[src/rtl/bullet_slot_scheduler.sv]
// bullet_slot_scheduler: shared bullet slot pool allocator for two players with
// fire-key edge capture, per-player cooldown, live-bullet limit and
// round-robin arbitration. All state advances on the frame clock.
module bullet_slot_scheduler #(
  parameter int unsigned NSLOTS   = 4,
  parameter int unsigned MAX_LIVE = 2,
  parameter int unsigned COOLDOWN = 8
) (
  input  logic                frame_clk,
  input  logic                Reset_n,
  input  logic                fire_req1,
  input  logic                fire_req2,
  input  logic [1:0]          dir1,
  input  logic [1:0]          dir2,
  input  logic [NSLOTS-1:0]   slot_done,
  output logic [NSLOTS-1:0]   launch,
  output logic [NSLOTS-1:0]   slot_active,
  output logic [NSLOTS-1:0]   slot_owner,
  output logic [2*NSLOTS-1:0] slot_dir,
  output logic [2:0]          live1,
  output logic [2:0]          live2,
  output logic                grant1,
  output logic                grant2
);

  localparam int unsigned CD_W   = (COOLDOWN == 0) ? 1 : $clog2(COOLDOWN + 1);
  localparam int unsigned LIVE_W = 3;
  localparam int unsigned DIR_W  = 2 * NSLOTS;

  // Registered state
  logic              r_hist1, r_hist2;
  logic              r_pend1, r_pend2;
  logic [CD_W-1:0]   r_cd1, r_cd2;
  logic              r_rr;
  logic [NSLOTS-1:0] r_slot_active, r_slot_owner, r_launch;
  logic [DIR_W-1:0]  r_slot_dir;
  logic              r_grant1, r_grant2;

  // Next-state values
  logic              w_pend1_n, w_pend2_n;
  logic [CD_W-1:0]   w_cd1_n, w_cd2_n;
  logic              w_rr_n;
  logic [NSLOTS-1:0] w_slot_active_n, w_slot_owner_n, w_launch_n;
  logic [DIR_W-1:0]  w_slot_dir_n;

  // Decode / arbitration wires
  logic [LIVE_W-1:0] w_live1, w_live2;
  logic [NSLOTS-1:0] w_alloc_oh;
  logic              w_any_free;
  logic              w_elig1, w_elig2, w_win1, w_win2, w_win;
  logic              w_rise1, w_rise2;

  assign launch      = r_launch;
  assign slot_active = r_slot_active;
  assign slot_owner  = r_slot_owner;
  assign slot_dir    = r_slot_dir;
  assign grant1      = r_grant1;
  assign grant2      = r_grant2;
  assign live1       = w_live1;
  assign live2       = w_live2;

  // Per-player live-bullet popcount over registered slot state
  always_comb begin
    w_live1 = '0;
    w_live2 = '0;
    for (int i = 0; i < NSLOTS; i++) begin
      w_live1 = w_live1 + LIVE_W'(r_slot_active[i] & ~r_slot_owner[i]);
      w_live2 = w_live2 + LIVE_W'(r_slot_active[i] &  r_slot_owner[i]);
    end
  end

  // Lowest-index free slot, one-hot; slots freed this cycle are not yet visible
  always_comb begin
    w_alloc_oh = '0;
    w_any_free = 1'b0;
    for (int i = 0; i < NSLOTS; i++) begin
      if (!r_slot_active[i] && !w_any_free) begin
        w_alloc_oh[i] = 1'b1;
        w_any_free    = 1'b1;
      end
    end
  end

  // Eligibility and round-robin arbitration; r_rr names the last winner (1 = player 2)
  always_comb begin
    w_rise1 = fire_req1 & ~r_hist1;
    w_rise2 = fire_req2 & ~r_hist2;
    w_elig1 = r_pend1 && (r_cd1 == '0) && (w_live1 < LIVE_W'(MAX_LIVE)) && w_any_free;
    w_elig2 = r_pend2 && (r_cd2 == '0) && (w_live2 < LIVE_W'(MAX_LIVE)) && w_any_free;
    w_win1  = w_elig1 && (!w_elig2 || r_rr);
    w_win2  = w_elig2 && (!w_elig1 || !r_rr);
    w_win   = w_win1 | w_win2;
  end

  // Next-state computation for requests, cooldowns and slot pool
  always_comb begin
    w_pend1_n       = w_win1 ? 1'b0 : (r_pend1 | w_rise1);
    w_pend2_n       = w_win2 ? 1'b0 : (r_pend2 | w_rise2);
    w_cd1_n         = (r_cd1 != '0) ? (r_cd1 - CD_W'(1)) : '0;
    w_cd2_n         = (r_cd2 != '0) ? (r_cd2 - CD_W'(1)) : '0;
    w_rr_n          = r_rr;
    w_slot_active_n = r_slot_active & ~slot_done;
    w_slot_owner_n  = r_slot_owner;
    w_slot_dir_n    = r_slot_dir;
    w_launch_n      = '0;
    if (w_win1) begin
      w_cd1_n = CD_W'(COOLDOWN);
      w_rr_n  = 1'b0;
    end
    if (w_win2) begin
      w_cd2_n = CD_W'(COOLDOWN);
      w_rr_n  = 1'b1;
    end
    if (w_win) begin
      w_launch_n      = w_alloc_oh;
      w_slot_active_n = w_slot_active_n | w_alloc_oh;
      for (int i = 0; i < NSLOTS; i++) begin
        if (w_alloc_oh[i]) begin
          w_slot_owner_n[i]       = w_win2;
          w_slot_dir_n[2*i +: 2]  = w_win2 ? dir2 : dir1;
        end
      end
    end
  end

  // State registers; key history resets high so a held key cannot fire
  always_ff @(posedge frame_clk or negedge Reset_n) begin
    if (!Reset_n) begin
      r_hist1       <= 1'b1;
      r_hist2       <= 1'b1;
      r_pend1       <= 1'b0;
      r_pend2       <= 1'b0;
      r_cd1         <= '0;
      r_cd2         <= '0;
      r_rr          <= 1'b1;
      r_slot_active <= '0;
      r_slot_owner  <= '0;
      r_slot_dir    <= '0;
      r_launch      <= '0;
      r_grant1      <= 1'b0;
      r_grant2      <= 1'b0;
    end else begin
      r_hist1       <= fire_req1;
      r_hist2       <= fire_req2;
      r_pend1       <= w_pend1_n;
      r_pend2       <= w_pend2_n;
      r_cd1         <= w_cd1_n;
      r_cd2         <= w_cd2_n;
      r_rr          <= w_rr_n;
      r_slot_active <= w_slot_active_n;
      r_slot_owner  <= w_slot_owner_n;
      r_slot_dir    <= w_slot_dir_n;
      r_launch      <= w_launch_n;
      r_grant1      <= w_win1;
      r_grant2      <= w_win2;
    end
  end

endmodule

[config.mk]
export PLATFORM = sky130hd
export DESIGN_NAME = bullet_slot_scheduler
export DESIGN_NICKNAME = d
export VERILOG_FILES = /design/src/rtl/bullet_slot_scheduler.sv
export SDC_FILE = /design/constraint.sdc
export NUM_CORES = 1
export LEC_CHECK = 0
export CAP_MARGIN = 30
export CORE_UTILIZATION = 52
export CTS_CLUSTER_SIZE = 8
export DETAILED_ROUTE_END_ITERATION = 10
export PLACE_DENSITY = 0.85
export REMOVE_ABC_BUFFERS = 1
export SLEW_MARGIN = 40
export SYNTH_ARGS = -nofsm -noshare
export SYNTH_HDL_FRONTEND = slang
export SYNTH_SLANG_ARGS = --single-unit
[constraint.sdc]
create_clock -name frame_clk -period 7.75 [get_ports frame_clk]
set_clock_uncertainty 0.15 [all_clocks]
set_input_delay 1.55 -clock frame_clk [delete_from_list [all_inputs] [get_ports frame_clk]]
set_output_delay 1.55 -clock frame_clk [all_outputs]
set_load 0.02 [all_outputs]
### After elaboration in Yosys (flattened, before gate mapping)

Index checks and enable logic that the tools add are counted.

* bitwise operators: 23
* $add $sub $neg: 8
* mux-type cells: 18
* order comparisons: 2
* reduce and logical (&&, ||, !) cells: 30

Operators with widths (count)
* $mux 4: 6
* $and 1x3->3: 4
* $not 1->3: 4
* $logic_and 1x1->1: 11
* $mux 1: 11
* $add 3x3->3: 3
* $logic_not 1->1: 8
* $logic_not 4->1: 2
* $reduce_and 2->1: 4
* $reduce_bool 4->1: 2
* $sub 4x1->4 const B: 2
* $and 1x1->1: 6
* $lt 3x2->1 const B: 2
* $and 4x4->4: 1
* $not 4->4: 1
* $or 4x4->4: 1
* $add 2x1->3: 1
* $add 3x1->3: 1
* $not 1->1: 3
* $or 1x1->1: 3
* $add 1x1->2: 1
* $logic_or 1x1->1: 2
* $mux 2: 1
* $reduce_bool 2->1: 1

* output and inout bits: 28
* word-level logic and storage cells: 100
* register bits: 35

### Longest topological paths before layout

* depth in word-level cells: 15
* depth in mapped cells: 12
* depth with buffers taken out: 11

### Least setup slack after synthesis

OpenSTA, ideal clock, no wires.

* path type: flip-flop to output port
* start: register r_slot_active[0] (netlist: slot_active[0])
* end: output port live2[1]
* cell stages (with the launch flop): 6
* arrival time: 1.745 ns
* data required time: 6.050 ns
* slack: 4.305 ns
* path buffers: 0
* cell sequence: dfrtp_1 -> and2_1 -> fa_1 -> ha_1 -> inv_1 -> ha_1

* longest elaborated chain between the ends: 4

Ends and longest elaborated chain
* from (decl): RTL line 35 `logic [NSLOTS-1:0] r_slot_active, r_slot_owner, r_launch;`
* from (signal assigned): RTL line 150 `r_slot_active <= w_slot_active_n;`
* $and 1x1->1: RTL line 68 `w_live2 = w_live2 + LIVE_W'(r_slot_active[i] & r_slot_owner[i]);`
* $add 1x1->2: RTL line 68
* $add 2x1->3: RTL line 68
* $add 3x1->3: RTL line 68
* to (decl): RTL line 21 `output logic [2:0] live2,`

No other way between the ends.

### Worst setup path after layout

Same ends and word-level chain as after synthesis.

==> flow_summary.yaml <==
status:
  status: "complete, no violations"
yosys:
  yosys.cell_count.top_type: "dfrtp_1"
  synth-seq-cells: 35
  ys_types: 35
  yosysSeqAreaShare: 0.537
  synth_area_um2: 1640
  synth_top_cell_by_area: "dfrtp_1"
  async_reset_ff_frac: 1.00
  synth_top_family_by_area: "simple AND/OR/NAND/NOR gates"
  yosys.area_share.adder: 0.0856
  yosysWarningCount: 0
  ys_top_cells_by_area: "dfrtp_1 49%, ha_1 6.1%, dfstp_2 4.8%"
  synth_common_cells: "32 x dfrtp_1, 19 x inv_1, 10 x a21oi_1"
  synth_xor_area_frac: 0
  ys.flop_type: "dfrtp_1"
  synth_top_area_frac: 0.489
  avgSynthCellArea_um2: 11.1
  synthMuxAreaShare: 0.0229
  syn_inst: 147
  yosys.area_share.simple: 0.162
  synth-edff-count: 0
  synth_compound_area_frac: 0.128
finish:
  syn_to_final_growth_pct: 28.8
  fillCellCount: 205
  finalNonFillerCells: 233
  antennaDiodeCount: 0
  fin_util: 0.733
  nets: 212
  drive_gt1_frac: 0.141
setup_path:
  path_cells: "and2_1 > fa_1 > ha_1 > inv_1 > ha_1 > clkdlybuf4s50_1"
  crit_arrival_ns: 2.60
  path_common_cell: "ha_1"
  worstSetupStartpointType: "flip-flop"
  reg2reg_depth: 10
  cp_top_family: "adder cells"
  crit_type: "reg -> out"
  crit_slowest_cell: "clkdlybuf4s50_1"
  worstPathRequired_ns: 6.05
  cp_num_buf_inv: 2
  slowest_delay_ns: 0.59
  path_depth: 6
  path_max_fanout: 6
  setup.worst_path.end_class: "output port"
clock_tree:
  clk_latency_ns: 0.34
  clk_pin_slew_ns: 0.11
  numCtsBuffers: 5
  ctsHoldBuffers: 0
  cts_setup_buffers: 0
  htree_levels: 2
  clock_sinks: 35
  cts_tree: "yes"
  max-clock-path-buffers: 2
  cts_root_buffer: "clkbuf_4"
  cts_resized: 0
detailed_routing:
  drtIter0Drc: 38
  drt-pass1-iter-count: 6
  drc_errors: 0
  wl_per_cell_um: 14.3
  routed_wl_um: 3340
  num_vias: 1252
  ant_nets: 0
  vias_per_cell: 5.37
worst_hold_path:
  holdCritPathClass: "reg -> reg"
  whs_path_depth: 1
floorplan:
  std_cell_rows: 19
  ios: 40
  dieArea_um2: 3380
  start_util: 0.569
  core_um2: 2880
  dieHeight_um: 58.1
  die_w_um: 58.1
sta:
  rsz0062_at_grt: "false"
  period_minus_slack_ns: 4.30
  slew_headroom: 0.700
  worst_pin_slew_ns: 0.449
  max_freq_mhz: 233
  setup_violations: 0
  hold_viol: 0
  period_share: 0.555
  drv_slew: 0
  tns_ns: 0
power:
  power_density_nw_per_um2: 327
  vdd_drop_max_uv: 214
  p_leak_nw: 0.978
grt:
  grt_pass1_vias: 1254
  grt_max_degree: 36
  track_usage: 0.231
  grt_pass1_wl_um: 5620
  grt_overflow: 0
  antenna_found_initial: 0
placed_design:
  finalWeightedCongestion: 0.787
  port_buffers: 39
  place_inst: 225
  dp_hpwl_um: 2570
flow_run:
  cap_viol_max_count: 0
==> final timing paths <==
| kind | slack [ns] | to | startpoint |
|---|---|---|---|
| max | 3.45 | live2[1] | slot_active[0] |
| min | 0.28 | r_cd1[0] | r_cd1[0] |
| max reg2reg | 4.72 | slot_owner[1] | slot_owner[0] |
| min reg2reg | 0.28 | r_cd1[0] | r_cd1[0] |
| max in group asynchronous | 5.66 | r_hist2 | Reset_n |
| min in group asynchronous | 1.44 | slot_dir[5] | Reset_n |
==> placed cells by master (no fill, tap or decap), drive strengths merged, types with 5 or more instances in the layout <==
master,instances
ha,8
dfrtp,32
clkbuf,6
nand2,5
inv,19
nor3,5
clkdlybuf4s50,39
a31oi,8
and2,7
nor2,9
nand3,6
o21ai,6
a21oi,10
==> cell families after synthesis <==
family | Yosys count
buf+inv | 23
flops | 35
simple gates | 44
compound gates | 32
fa+ha+maj | 10
mux | 3
==> power by group <==
| group | internal, mW | switching, mW |
|---|---|---|
| logic | 0.140 | 0.172 |
| registers | 0.242 | 0.0394 |
| clock network | 0.0350 | 0.0611 |
==> through the flow <==
step | cell area (um2) | setup slack [ns] | hold slack (ns) | total power [mW]
after floorplan | 1600 | 4.31 | 0.253 | 0.477
after global placement | 2050 | 3.91 | 0.261 | 0.578
after detailed placement | 2050 | 3.83 | 0.269 | 0.596
after CTS | 2110 | 3.43 | 0.283 | 0.695
after global routing | 2110 | 3.33 | 0.302 | 0.738
final | 2110 | 3.45 | 0.280 | 0.690
==> routing by layer <==
| layer | track usage | wire [um] |
|---|---|---|
| met5 | 0 | 0 |
| met2 | 0.371 | 1650 |
| met4 | 0.133 | 88 |
| met3 | 0.0536 | 241 |
| met1 | 0.287 | 1360 |
==> area by class of cell <==
type / instances / area (um2) / area share
Timing Repair Buffer: 40 / 398 / 0.189
Clock inverter: 2 / 12.5 / 0.00593
Sequential cell: 35 / 880 / 0.417
Inverter: 19 / 71.3 / 0.0338
Clock buffer: 6 / 41.3 / 0.0196
Multi-Input combinational cell: 89 / 653 / 0.310
Tap cell: 42 / 52.6 / 0.0249
==> flip-flops by register name (all words and copies together) (netlist names) <==
register,flops
slot_dir,8
launch,4
r_cd1,4
r_cd2,4
slot_active,4
slot_owner,4
grant1,1
grant2,1
r_hist1,1
r_hist2,1
r_pend1,1
r_pend2,1
r_rr,1
(Power assumes the default switching activity.)
